## src/rtl/conv_window_gen.sv

```systemverilog
// Sliding KxK window generator: raster pixel stream in, valid-region windows out on valid/ready.
// Optional macro CONV_WINDOW_LAST_EN adds out_last, flagging the final window of each frame.
module conv_window_gen #(
   parameter int KERNEL_SIZE    = 3,
   parameter int PX_SIZE        = 8,
   parameter int INPUT_CHANNELS = 1,
   parameter int IMG_WIDTH      = 32,
   parameter int IMG_HEIGHT     = 32
) (
   input  logic                                                               clk,
   input  logic                                                               rst_n,
   input  logic [INPUT_CHANNELS-1:0][PX_SIZE-1:0]                             px_in,
   input  logic                                                               in_valid,
   output logic                                                               in_ready,
   output logic [KERNEL_SIZE-1:0][KERNEL_SIZE-1:0][INPUT_CHANNELS-1:0][PX_SIZE-1:0] win_out,
   output logic                                                               out_valid,
   input  logic                                                               out_ready,
   output logic [$clog2(IMG_HEIGHT)-1:0]                                      out_row,
   output logic [$clog2(IMG_WIDTH)-1:0]                                       out_col
`ifdef CONV_WINDOW_LAST_EN
   ,
   output logic                                                               out_last
`endif
);

   localparam int ROW_W = $clog2(IMG_HEIGHT);
   localparam int COL_W = $clog2(IMG_WIDTH);

   typedef logic [INPUT_CHANNELS-1:0][PX_SIZE-1:0] pixel_t;

   pixel_t                                    line_buf_r [KERNEL_SIZE-1][IMG_WIDTH];
   pixel_t [KERNEL_SIZE-1:0][KERNEL_SIZE-1:0] win_r;
   pixel_t [KERNEL_SIZE-1:0][KERNEL_SIZE-1:0] win_nxt_s;
   pixel_t [KERNEL_SIZE-1:0]                  col_s;
   pixel_t [KERNEL_SIZE-1:0][KERNEL_SIZE-1:0] win_out_r;

   logic [ROW_W-1:0] row_r;
   logic [COL_W-1:0] col_r;
   logic [ROW_W-1:0] out_row_r;
   logic [COL_W-1:0] out_col_r;
   logic             out_valid_r;
   logic             in_ready_s;
   logic             accept_s;
   logic             emit_s;
   logic             col_last_s;
   logic             row_last_s;

   assign in_ready_s = !out_valid_r || out_ready;
   assign accept_s   = in_valid && in_ready_s;
   assign col_last_s = (col_r == COL_W'(IMG_WIDTH - 1));
   assign row_last_s = (row_r == ROW_W'(IMG_HEIGHT - 1));
   // Warm-up pixels (top K-1 rows, left K-1 columns) never complete a window.
   assign emit_s     = accept_s && (row_r >= ROW_W'(KERNEL_SIZE - 1))
                                && (col_r >= COL_W'(KERNEL_SIZE - 1));

   // New rightmost column (oldest buffer on top, live pixel at the bottom) and shifted window.
   always_comb begin
      col_s     = '0;
      win_nxt_s = '0;
      for (int i = 0; i < KERNEL_SIZE - 1; i++) begin
         col_s[i] = line_buf_r[KERNEL_SIZE - 2 - i][col_r];
      end
      col_s[KERNEL_SIZE-1] = px_in;
      for (int i = 0; i < KERNEL_SIZE; i++) begin
         for (int j = 0; j < KERNEL_SIZE - 1; j++) begin
            win_nxt_s[i][j] = win_r[i][j+1];
         end
         win_nxt_s[i][KERNEL_SIZE-1] = col_s[i];
      end
   end

   // Line buffers rotate at the current column; contents need no reset.
   always_ff @(posedge clk) begin
      if (accept_s) begin
         line_buf_r[0][col_r] <= px_in;
         for (int n = 1; n < KERNEL_SIZE - 1; n++) begin
            line_buf_r[n][col_r] <= line_buf_r[n-1][col_r];
         end
      end
   end

   // Internal shift window and raster position counters.
   always_ff @(posedge clk or negedge rst_n) begin
      if (!rst_n) begin
         win_r <= '0;
         row_r <= '0;
         col_r <= '0;
      end else if (accept_s) begin
         win_r <= win_nxt_s;
         if (col_last_s) begin
            col_r <= '0;
            row_r <= row_last_s ? '0 : row_r + ROW_W'(1);
         end else begin
            col_r <= col_r + COL_W'(1);
         end
      end
   end

   // Output slot: load on emit, clear on consume, otherwise hold.
   always_ff @(posedge clk or negedge rst_n) begin
      if (!rst_n) begin
         out_valid_r <= 1'b0;
         win_out_r   <= '0;
         out_row_r   <= '0;
         out_col_r   <= '0;
      end else if (emit_s) begin
         out_valid_r <= 1'b1;
         win_out_r   <= win_nxt_s;
         out_row_r   <= row_r;
         out_col_r   <= col_r;
      end else if (out_ready) begin
         out_valid_r <= 1'b0;
      end
   end

`ifdef CONV_WINDOW_LAST_EN
   logic out_last_r;

   // Last-window flag travels with the window it describes.
   always_ff @(posedge clk or negedge rst_n) begin
      if (!rst_n) begin
         out_last_r <= 1'b0;
      end else if (emit_s) begin
         out_last_r <= row_last_s && col_last_s;
      end
   end

   assign out_last = out_last_r;
`endif

   assign in_ready  = in_ready_s;
   assign out_valid = out_valid_r;
   assign win_out   = win_out_r;
   assign out_row   = out_row_r;
   assign out_col   = out_col_r;

endmodule

```

## config.mk

```make
export PLATFORM = sky130hd
export DESIGN_NAME = conv_window_gen
export DESIGN_NICKNAME = d
export VERILOG_FILES = /design/src/rtl/conv_window_gen.sv
export SDC_FILE = /design/constraint.sdc
export NUM_CORES = 1
export LEC_CHECK = 0
export CORE_MARGIN = 4
export CORE_UTILIZATION = 60
export CTS_CLUSTER_DIAMETER = 40
export DETAILED_ROUTE_END_ITERATION = 8
export PLACE_DENSITY = 0.82
export SYNTH_ARGS = -nofsm -noshare
export SYNTH_HDL_FRONTEND = slang
export SYNTH_SLANG_ARGS = --single-unit
```

## constraint.sdc

```tcl
create_clock -name clk -period 3.1 [get_ports clk]
set_clock_uncertainty 0.05 [all_clocks]
set_input_delay 0.775 -clock clk [delete_from_list [all_inputs] [get_ports clk]]
set_output_delay 0.775 -clock clk [all_outputs]
set_load 0.02 [all_outputs]
```

==> metrics.md <==
| Metric | Value |
|---|---|
| Fillers | approximately 2200 |
| Final nets | 1754 |
| Layout cells sized above 1 | 19.1% |
| Pre-antenna DRT Iters | 7 |
| Fin worst setup slack | -4.85 ps |
| CTS tree | yes |
| Clock Sinks | 653 |
| #FFs+latches synth | approximately 650 |
| Syn-to-layout area delta | 20.2% |
| Avg Inst Size Synth | around 17 µm² |
| Root Buffer | clkbuf_16 |
| Slew @ Worst Pin | 1020 ps |
| Initial antenna violation count | 0 |
| Post-Syn Nets | approximately 1500 |
| Unique masters post-synth | 38 |
| Cell Area, Synth | approximately 25000 µm² |
| # IOs | 96 |
| CTS clk-pin slew, worst paths | about 60 ps |
| Final period util | 100% |
| Total Power | approximately 0.033 W |
| Peak supply drop | between 0.6 and 0.7 mV |
| Crit end category | register |
| Status | finished with violations |
| Cts repair resizes | 0 |
| Antenna Nets Post-Route | 0 |
| Ys Warns | 0 |
| Post-CTS Setup Bufs | 0 |
| Final Max Slew Viols | 0 |
| Pleak | between 10 and 15 nW |
| Die height | 212 µm |
| Core ar. | approximately 41000 µm² |
| Max-slew headroom | between 30% and 40% |
| DRT iter0 DRCs | approximately 2400 |
| Combinational share of power | 34.6% |
| Adder-cell area share of the yosys netlist | less than 1% |
| CP required | 3370 ps |
| Count of input and output buffers | 95 |
| Fin Setup TNS | -6.44 ps |
| # DRC | 0 |
| All-Layer GR Usage | 29.5% |
| Top cells by instance count after synthesis | 512 x edfxtp_1, 256 x mux2i_1, 141 x dfrtp_1, 128 x o22ai_1, 118 x nand2_1 |
| Worst-path fanout max | 32 |
| Largest net degree at the start of global routing | 73 |
| Synth Area in Simple Gates | 4.58% |
| Area share of the largest cell type after synthesis | 61.4% |
| # setup viols final | 2 |
| Placed Cells incl. Taps | 2193 |
| Post-synthesis sequential area ratio | between 70% and 80% |
| Number of synthesized flops with an enable pin | 512 |
| Drt via density | 6.55 |
| Top cells by area, synth | edfxtp_1 61%, dfrtp_1 14%, mux2i_1 10% |
| Global route overflow | 0 |
| Multiplexer share of the synthesized area | between 10% and 20% |
| Clk buf depth | 3 |
| Hold WC Path Type | input port to async pin |
| Clock Latency Late Sink | 600 ps |
| Initial core utilization | 61.1% |
| Largest family of logic cells by synthesized area | multiplexers |
| Failing checks | setup timing |
| Via count | roughly 15000 |
| Final hold violations | 0 |
| Fmax | approximately 320 MHz |
| Synth area leader | edfxtp_1 |
| Clock power frac | about a quarter |
| Post-Synth XOR/XNOR Area | 0% |
| Ys flop type | edfxtp_1 |
| Synth Area in Compound Gates | around 4.6% |
| Seq pwr share | about two fifths |
| Cell-internal power | roughly 0.022 W |
| Num CTS Buffers | just over 70 |
| CTS H-tree depth | 3 |
| Cell Rows | 74 |
| # hold bufs at CTS | 0 |
| Top-count cell post-synth | edfxtp_1 |
| Critical Path AT | 3370 ps |
| HPWL Detailed | about 40 mm |
| Die span in x | 212 µm |
| Tmin final | slightly above 3000 ps |
| GP Congestion | between 0.9 and 1 |
| Switching Fraction | approximately 34% |
| Vias in the first global route | around 15000 |
| Maxcap violations | 0 |
| Wire per inst | ~29 µm |
| CP Class | register to register |
| First-pass GRT wire length | 97.9 mm |
| Antenna diode count | 0 |
| Die ar. | ~45000 µm² |
| Critical path startpoint category | register |
| RSZ-0062 raised after global routing | false |
| Cells after synthesis | roughly 1500 |
| WL final | about 66 mm |
| Power per standard cell area | 1090 nW/µm² |
| Ys async rst share | a little over a fifth |
| Psw | around 0.011 W |
| Fin cells | 2322 |
-- power by group through the flow --
stage          clock network [W]  registers [W]  logic, W
2_1_floorplan                  0         0.0134   0.00494
4_1_cts                  0.00868         0.0129    0.0111
3_3_place_gp                   0         0.0129    0.0106
3_5_place_dp                   0         0.0130    0.0110
5_1_grt                  0.00909         0.0130    0.0118
6_report                 0.00864         0.0129    0.0114
-- routing by layer --
metal	track usage, %	share of wire [%]
met4	11.9	4.1
met1	41.5	37
met5	0	0
met3	7.27	13
met2	45.2	46
-- state kept, by name, indices dropped and copies added (netlist names) --
name        flops
row_r           5
out_row         5
line_buf_r    512
col_r           5
out_valid       1
win_nxt_s      48
out_col         5
win_out        72
-- worst max-delay path, cell delays in order (launching register included) --
cell and delay (ps):
dfrtp_4 580, buf_12 280, buf_4 210, mux2i_1 390
o22ai_1 180, nor4_1 560, buf_4 230, nand2_1 80
buf_12 220
-- per-stage QoR --
stage | worst slack [ps] | utilization [%] | area [µm²] | hold WS, ps
after floorplan | -171 | - | 25100 | 390
after global placement | 155 | 67.5 | 27700 | 405
after detailed placement | 115 | 67.5 | 27700 | 408
after CTS | 84.9 | 73.4 | 30100 | 171
after global routing | 0.142 | 73.4 | 30100 | 206
final | -4.85 | 73.4 | 30100 | 156
-- final cells by class --
class                   instances  area, µm²  share of cell area (%)
clock buffers                  86       1940                    6.45
clock inverters                43        464                    1.54
inverters                       3       11.3                  0.0374
multi-input cells             761       5750                    19.1
flip-flops and latches        653      18900                    62.8
well taps                     532        666                    2.21
repair buffers                244       2370                    7.87
-- placed cells by master (no fill, tap or decap), types with 5 or more instances in the layout --
cell type / n
a21oi_1: 16
a31oi_1: 33
buf_12: 24
buf_4: 125
bufinv_16: 7
clkbuf_1: 8
clkbuf_16: 75
clkdlybuf4s50_1: 94
clkinv_1: 8
clkinv_2: 7
dfrtp_1: 140
edfxtp_1: 512
ha_1: 8
inv_6: 10
inv_8: 5
mux2_2: 64
mux2i_1: 256
nand2_1: 118
nand4bb_1: 6
nor2_1: 53
nor4_1: 32
o21ai_0: 7
o22ai_1: 128
-- worst paths after layout --
kind                               from            endpoint  slack (ps)  depth (start not counted)
hold / removal                    rst_n          out_row[2]         160                          1
max in group asynchronous         rst_n            row_r[1]        2090                          2
hold reg to reg            win_nxt_s[3]        win_nxt_s[3]         420                          2
min in group clk           win_nxt_s[3]        win_nxt_s[3]         420                          2
setup / recovery               col_r[0]  line_buf_r[0][301]          -5                          8
setup reg to reg               col_r[0]  line_buf_r[0][301]          -5                          8
-- logic make-up after synthesis --
kind of cell | Yosys count
DFF | 653
muxes | 324
and+or+nand+nor | 241
AOI/OAI and AO/OA | 188
buffers and inverters | 93
adders and majority gates | 8
(Power assumes the default switching activity.)
